`config.mk`:
```
export PLATFORM = sky130hd
export DESIGN_NAME = ram_arbiter_flat
export DESIGN_NICKNAME = d
export VERILOG_FILES = /design/src/rtl/ram_arbiter_if.sv /design/src/rtl/ram_arbiter.sv /design/src/flat_wrapper.sv
export SDC_FILE = /design/constraint.sdc
export NUM_CORES = 1
export LEC_CHECK = 0
export ABC_CLOCK_PERIOD_IN_PS = 2900
export BUFFER_PORTS_ARGS = -buffer_cell sky130_fd_sc_hd__buf_2
export CAP_MARGIN = 0
export CORE_MARGIN = 1
export CORE_UTILIZATION = 50
export DETAILED_ROUTE_END_ITERATION = 7
export PLACE_DENSITY_LB_ADDON = 0.05
export SLEW_MARGIN = 10
export SYNTH_ARGS = -nofsm -noshare
export SYNTH_HDL_FRONTEND = slang
export SYNTH_SLANG_ARGS = --single-unit
```
`constraint.sdc`:
```
create_clock -name clk -period 2.9 [get_ports clk]
set_input_delay 0.29 -clock clk [delete_from_list [all_inputs] [get_ports clk]]
set_output_delay 0.29 -clock clk [all_outputs]
set_load 0.05 [all_outputs]
```
`src/rtl/ram_arbiter_if.sv`:
```
// Bus bundle between the CPU/DMA requesters, the single-port RAM and ram_arbiter.
// The arbiter uses the slave modport; the requesters and RAM together form the master side.
interface ram_arbiter_if #(
  parameter int AW = 12,
  parameter int DW = 16
);
  logic          cpu_req;
  logic          cpu_rnw;
  logic [AW-1:0] cpu_addr;
  logic [DW-1:0] cpu_wdata;
  logic          cpu_ack;
  logic [DW-1:0] cpu_rdata;

  logic          dma_req;
  logic          dma_rnw;
  logic [AW-1:0] dma_addr;
  logic [DW-1:0] dma_wdata;
  logic          dma_ack;
  logic [DW-1:0] dma_rdata;

  logic          ram_cs_b;
  logic          ram_rnw;
  logic [AW-1:0] ram_addr;
  logic [DW-1:0] ram_din;
  logic [DW-1:0] ram_dout;

  logic          busy;

  modport slave (
    input  cpu_req, cpu_rnw, cpu_addr, cpu_wdata,
    input  dma_req, dma_rnw, dma_addr, dma_wdata,
    input  ram_dout,
    output cpu_ack, cpu_rdata, dma_ack, dma_rdata,
    output ram_cs_b, ram_rnw, ram_addr, ram_din, busy
  );

  modport master (
    output cpu_req, cpu_rnw, cpu_addr, cpu_wdata,
    output dma_req, dma_rnw, dma_addr, dma_wdata,
    output ram_dout,
    input  cpu_ack, cpu_rdata, dma_ack, dma_rdata,
    input  ram_cs_b, ram_rnw, ram_addr, ram_din, busy
  );
endinterface

```
`src/rtl/ram_arbiter.sv`:
```
// Shares one single-port RAM between CPU and DMA: one access per request, 3 cycles each.
// Round-robin by default; define CPU_PRIORITY_EN to make the CPU win every tie.
module ram_arbiter #(
  parameter int AW = 12,
  parameter int DW = 16
) (
  input  logic          clk,
  input  logic          reset,
  ram_arbiter_if.slave  bus
);

  localparam logic [1:0] S_IDLE   = 2'd0;
  localparam logic [1:0] S_ACCESS = 2'd1;
  localparam logic [1:0] S_DONE   = 2'd2;

  localparam logic G_CPU = 1'b0;
  localparam logic G_DMA = 1'b1;

  logic [1:0]    state_q,      state_d;
  logic          last_grant_q, last_grant_d;
  logic          grant_q,      grant_d;
  logic          ram_cs_b_q,   ram_cs_b_d;
  logic          ram_rnw_q,    ram_rnw_d;
  logic [AW-1:0] ram_addr_q,   ram_addr_d;
  logic [DW-1:0] ram_din_q,    ram_din_d;
  logic          cpu_ack_q,    cpu_ack_d;
  logic          dma_ack_q,    dma_ack_d;
  logic [DW-1:0] cpu_rdata_q,  cpu_rdata_d;
  logic [DW-1:0] dma_rdata_q,  dma_rdata_d;
  logic          busy_q,       busy_d;

  logic          any_req;
  logic          winner;

  assign any_req = bus.cpu_req | bus.dma_req;

  always_comb begin
    winner = G_CPU;
`ifdef CPU_PRIORITY_EN
    winner = bus.cpu_req ? G_CPU : G_DMA;
`else
    // On a tie the requester that did not win last time goes next.
    if (bus.cpu_req && bus.dma_req) begin
      winner = (last_grant_q == G_CPU) ? G_DMA : G_CPU;
    end else begin
      winner = bus.cpu_req ? G_CPU : G_DMA;
    end
`endif
  end

  always_comb begin
    state_d      = state_q;
    last_grant_d = last_grant_q;
    grant_d      = grant_q;
    ram_cs_b_d   = ram_cs_b_q;
    ram_rnw_d    = ram_rnw_q;
    ram_addr_d   = ram_addr_q;
    ram_din_d    = ram_din_q;
    cpu_ack_d    = 1'b0;
    dma_ack_d    = 1'b0;
    cpu_rdata_d  = cpu_rdata_q;
    dma_rdata_d  = dma_rdata_q;

    case (state_q)
      S_IDLE: begin
        ram_cs_b_d = 1'b1;
        if (any_req) begin
          // The payload is latched here and nowhere else, so later changes are harmless.
          grant_d      = winner;
          last_grant_d = winner;
          ram_cs_b_d   = 1'b0;
          if (winner == G_CPU) begin
            ram_rnw_d  = bus.cpu_rnw;
            ram_addr_d = bus.cpu_addr;
            ram_din_d  = bus.cpu_wdata;
          end else begin
            ram_rnw_d  = bus.dma_rnw;
            ram_addr_d = bus.dma_addr;
            ram_din_d  = bus.dma_wdata;
          end
          state_d = S_ACCESS;
        end
      end

      S_ACCESS: begin
        // The RAM did its work on the negedge inside this cycle; ram_dout is settled now.
        ram_cs_b_d = 1'b1;
        if (grant_q == G_CPU) begin
          cpu_ack_d = 1'b1;
          if (ram_rnw_q) begin
            cpu_rdata_d = bus.ram_dout;
          end
        end else begin
          dma_ack_d = 1'b1;
          if (ram_rnw_q) begin
            dma_rdata_d = bus.ram_dout;
          end
        end
        state_d = S_DONE;
      end

      S_DONE: begin
        ram_cs_b_d = 1'b1;
        state_d    = S_IDLE;
      end

      default: begin
        ram_cs_b_d = 1'b1;
        state_d    = S_IDLE;
      end
    endcase

    busy_d = (state_d != S_IDLE);
  end

  always_ff @(posedge clk or posedge reset) begin
    if (reset) begin
      state_q      <= S_IDLE;
      last_grant_q <= G_DMA;
      grant_q      <= G_CPU;
      ram_cs_b_q   <= 1'b1;
      ram_rnw_q    <= 1'b1;
      ram_addr_q   <= '0;
      ram_din_q    <= '0;
      cpu_ack_q    <= 1'b0;
      dma_ack_q    <= 1'b0;
      cpu_rdata_q  <= '0;
      dma_rdata_q  <= '0;
      busy_q       <= 1'b0;
    end else begin
      state_q      <= state_d;
      last_grant_q <= last_grant_d;
      grant_q      <= grant_d;
      ram_cs_b_q   <= ram_cs_b_d;
      ram_rnw_q    <= ram_rnw_d;
      ram_addr_q   <= ram_addr_d;
      ram_din_q    <= ram_din_d;
      cpu_ack_q    <= cpu_ack_d;
      dma_ack_q    <= dma_ack_d;
      cpu_rdata_q  <= cpu_rdata_d;
      dma_rdata_q  <= dma_rdata_d;
      busy_q       <= busy_d;
    end
  end

  assign bus.ram_cs_b  = ram_cs_b_q;
  assign bus.ram_rnw   = ram_rnw_q;
  assign bus.ram_addr  = ram_addr_q;
  assign bus.ram_din   = ram_din_q;
  assign bus.cpu_ack   = cpu_ack_q;
  assign bus.dma_ack   = dma_ack_q;
  assign bus.cpu_rdata = cpu_rdata_q;
  assign bus.dma_rdata = dma_rdata_q;
  assign bus.busy      = busy_q;

endmodule
```
`src/flat_wrapper.sv`:
```
// flat-port wrapper written by rule: the top's interface ports become plain ports
module ram_arbiter_flat 
#(
  parameter int AW = 12,
  parameter int DW = 16
)
  (clk, reset, bus_cpu_req, bus_cpu_rnw, bus_cpu_addr, bus_cpu_wdata, bus_dma_req, bus_dma_rnw, bus_dma_addr, bus_dma_wdata, bus_ram_dout, bus_cpu_ack, bus_cpu_rdata, bus_dma_ack, bus_dma_rdata, bus_ram_cs_b, bus_ram_rnw, bus_ram_addr, bus_ram_din, bus_busy);
  ram_arbiter_if #(.AW(AW), .DW(DW)) bus_i ();
  input  logic clk;
  input  logic reset;
  input wire logic [$bits(bus_i.cpu_req)-1:0] bus_cpu_req;
  input wire logic [$bits(bus_i.cpu_rnw)-1:0] bus_cpu_rnw;
  input wire logic [$bits(bus_i.cpu_addr)-1:0] bus_cpu_addr;
  input wire logic [$bits(bus_i.cpu_wdata)-1:0] bus_cpu_wdata;
  input wire logic [$bits(bus_i.dma_req)-1:0] bus_dma_req;
  input wire logic [$bits(bus_i.dma_rnw)-1:0] bus_dma_rnw;
  input wire logic [$bits(bus_i.dma_addr)-1:0] bus_dma_addr;
  input wire logic [$bits(bus_i.dma_wdata)-1:0] bus_dma_wdata;
  input wire logic [$bits(bus_i.ram_dout)-1:0] bus_ram_dout;
  output wire logic [$bits(bus_i.cpu_ack)-1:0] bus_cpu_ack;
  output wire logic [$bits(bus_i.cpu_rdata)-1:0] bus_cpu_rdata;
  output wire logic [$bits(bus_i.dma_ack)-1:0] bus_dma_ack;
  output wire logic [$bits(bus_i.dma_rdata)-1:0] bus_dma_rdata;
  output wire logic [$bits(bus_i.ram_cs_b)-1:0] bus_ram_cs_b;
  output wire logic [$bits(bus_i.ram_rnw)-1:0] bus_ram_rnw;
  output wire logic [$bits(bus_i.ram_addr)-1:0] bus_ram_addr;
  output wire logic [$bits(bus_i.ram_din)-1:0] bus_ram_din;
  output wire logic [$bits(bus_i.busy)-1:0] bus_busy;
  assign bus_i.cpu_req = bus_cpu_req;
  assign bus_i.cpu_rnw = bus_cpu_rnw;
  assign bus_i.cpu_addr = bus_cpu_addr;
  assign bus_i.cpu_wdata = bus_cpu_wdata;
  assign bus_i.dma_req = bus_dma_req;
  assign bus_i.dma_rnw = bus_dma_rnw;
  assign bus_i.dma_addr = bus_dma_addr;
  assign bus_i.dma_wdata = bus_dma_wdata;
  assign bus_i.ram_dout = bus_ram_dout;
  assign bus_cpu_ack = bus_i.cpu_ack;
  assign bus_cpu_rdata = bus_i.cpu_rdata;
  assign bus_dma_ack = bus_i.dma_ack;
  assign bus_dma_rdata = bus_i.dma_rdata;
  assign bus_ram_cs_b = bus_i.ram_cs_b;
  assign bus_ram_rnw = bus_i.ram_rnw;
  assign bus_ram_addr = bus_i.ram_addr;
  assign bus_ram_din = bus_i.ram_din;
  assign bus_busy = bus_i.busy;
  ram_arbiter #(.AW(AW), .DW(DW)) u_core (.clk(clk), .reset(reset), .bus(bus_i));
endmodule
```
==> summary.txt <==
Run status
  • Outcome: finished clean

Place
  • IO buf count: 142
  • Routability Congestion: 0.792
  • Number of placed instances, taps included: 455
  • DP HPWL: 4860 microns

Timing
  • Final Cycle Share: 59.0%
  • RSZ-0062 raised after global routing: no
  • Final setup viols: 0
  • Final Skew: 0.00921 ns
  • Final hold vios: 0
  • Period minus WS final: 1.71 ns
  • Relative slew slack: 33.6%
  • Max Freq: 585 MHz
  • Setup TNS: 0 ns
  • Final Slew Violations: 0
  • Worst-Margin Slew: 0.991 ns

Synth
  • Synth warnings: 0
  • Main synth FF type: dfrtp_1
  • Multiplexer share of the synthesized area: 13.2%
  • Seq/Total Area, Yosys: 57.4%
  • Yosys cell types: 26
  • EDFF count, synth: 0
  • Synth top cells by count: dfrtp_1, a21oi_1, a31oi_1
  • Syn nets: 340
  • Post-synthesis xor/xnor area fraction: 0%
  • Post-synth top area share: 54.8%
  • Netlist Area Pre-Place: 3020 sq um
  • Synth Area in Simple Gates: 7.80%
  • Asr flop ratio synth: 100%
  • Synth area leaders: dfrtp_1, mux2_2, a31oi_1
  • Adder-Cell Fraction of Synth Area: 0%
  • Synth area leader: dfrtp_1
  • Syn Inst Count: 262
  • Yosys reg bits: 69
  • Largest family of logic cells by synthesized area: compound AO/OA/AOI/OAI gates
  • Compound-Gate Fraction of Synth Area: 16.4%
  • Syn_area_per_cell: 11.5 sq um
  • Most common cell in the netlist: dfrtp_1

CTS
  • Clk buf depth: 2
  • Clock-pin slew on the worst setup and hold paths: 0.07 ns
  • Post-cts hold buffer count: 0
  • Later-pin clock latency in the skew report: 0.34 ns
  • Post-CTS Setup Bufs: 0
  • Clock sinks: 69
  • Cts bufs inserted: 9
  • Root Buffer: clkbuf_8
  • TritonCTS clock tree: yes
  • Post-CTS sizing: 0
  • H-tree levels: 3

GRT
  • Largest net degree at the start of global routing: 38
  • Overflow after GRT: 0
  • Antenna violations before repair: 0
  • First-pass GRT wire length: 11900 microns
  • Vias in the first global route: 2474
  • GRT Overall Usage: 25.0%

Route
  • Vias: 2572
  • Detailed Route WL: 7380 microns
  • Final antenna-violating net count: 0
  • DR WL/cell: 15.7 microns
  • Residual DRC: 0
  • DR iter-0 viols: 94
  • Vias per cell: 5.46
  • Drt pass-1 iters: 4

Cells and area
  • # fillers: 469
  • Final std cells w/o fill: 471
  • Area of the multi-input gates: 1130 sq um
  • Share of cells above drive strength 1: 51.9%
  • Nets: 472
  • Seq. cell area: 1730 sq um
  • Area growth from synthesis to final layout: 31.7%
  • Ant diodes: 0

Floorplan
  • # IOs: 143
  • Num rows: 27
  • DIE AREA: 6350 sq um
  • Die height: 79.7 microns
  • Die W: 79.7 microns
  • CORE AREA: 5680 sq um
  • Initial Util: 53.1%

Setup path
  • Register-to-register setup slack: 1.19 ns
  • CP arrival: 1.97 ns
  • Worst Setup Start Kind: register
  • CP max FO: 18
  • CP Class: reg2reg
  • Critical Path Sink Type: register
  • Crit path required time: 3.16 ns
  • R2R depth: 4

Hold path
  • Worst min-delay path class: in2async

Power and ir drop
  • Max VDD drop: 738 uV
  • Final Power: 5940 uW
  • Power Density: 1500 nW/um^2
  • Leakage power: 0.00188 uW

Run
  • Max-cap viol count: 0
cell usage in the layout, fill, tap and decap left out, types with 2 or more instances in the layout:
cell / netlist / routed
dfrtp_1: 66 / 66
nor2_1: 3 / 2
o21ai_0: 28 / 28
mux2_2: 22 / 22
a31oi_1: 31 / 31
inv_2: 1 / 2
dfstp_2: 3 / 3
a21oi_1: 31 / 31
bufinv_16: 0 / 3
buf_4: 0 / 5
mux2_4: 10 / 10
buf_2: 6 / 142
nand3_1: 29 / 29
clkbuf_8: 0 / 11
report_power, final:
group	leakage [uW]	switching [uW]	internal, uW	total (uW)
combinational	0.000955	2360	858	3220
sequential	0.000798	268	1470	1730
clock	0.000126	368	620	988
worst paths after layout:
path                                         start                  endpoint
setup / recovery               u_core.last_grant_q     u_core.bus.ram_din[2]
hold / removal                               reset   u_core.bus.cpu_rdata[5]
setup reg to reg               u_core.last_grant_q     u_core.bus.ram_din[2]
hold reg to reg            u_core.bus.dma_rdata[4]   u_core.bus.dma_rdata[4]
max in group asynchronous                    reset   u_core.bus.cpu_rdata[4]
min in group clk                  bus_ram_dout[11]  u_core.bus.cpu_rdata[11]
cell families (layout without fill, tap and decap cells):
family	Yosys count	after routing
AOI/OAI and AO/OA	91	91
DFF	69	69
and+or+nand+nor	41	41
muxes	32	32
buffers and inverters	29	166
final cells by class:
type	count	area share, %
sequential	69	43.6
multi-input combinational	164	28.5
timing repair buffer	147	18.8
clock buffer	11	3.81
clock inverter	5	2.68
tap	72	2.27
inverter	3	0.284
sequential cells by signal, indices dropped and copies added (netlist names):
name,count
u_core.bus.ram_din,16
u_core.bus.cpu_rdata,16
u_core.bus.busy,1
u_core.bus.ram_cs_b,1
u_core.bus.ram_rnw,1
u_core.bus.cpu_ack,1
u_core.bus.dma_ack,1
u_core.last_grant_q,1
u_core.bus.dma_rdata,16
u_core.state_q,2
u_core.grant_q,1
u_core.bus.ram_addr,12
worst max-delay path, cell delays in order (launching register included):
cell and delay [ns]:
dfstp_2 0.55, nand2b_1 0.45, buf_4 0.32, nand3_1 0.11, a31oi_1 0.20
metrics by stage:
stage	hold slack (ns)	cell area, sq um	utilization (%)	setup WS (ns)
final	0.0834	3970	70.0	1.19
after global routing	0.140	3970	70.0	1.04
after CTS	0.0976	3970	70.0	1.21
after detailed placement	0.480	3710	65.4	1.02
after global placement	0.470	3710	65.4	1.07
after floorplan	0.425	3020	-	0.875
routing by layer:
| layer | track usage [%] | vias to the layer above | share of wire [%] |
|---|---|---|---|
| li1 | - | 1222 | - |
| met1 | 32.0 | 1228 | 45 |
| met2 | 39.2 | 107 | 47 |
| met3 | 7.31 | 15 | 5.9 |
| met4 | 11.3 | 0 | 2.4 |
| met5 | 0 | - | 0 |
No activity file was read; power rests on OpenSTA's default activity.
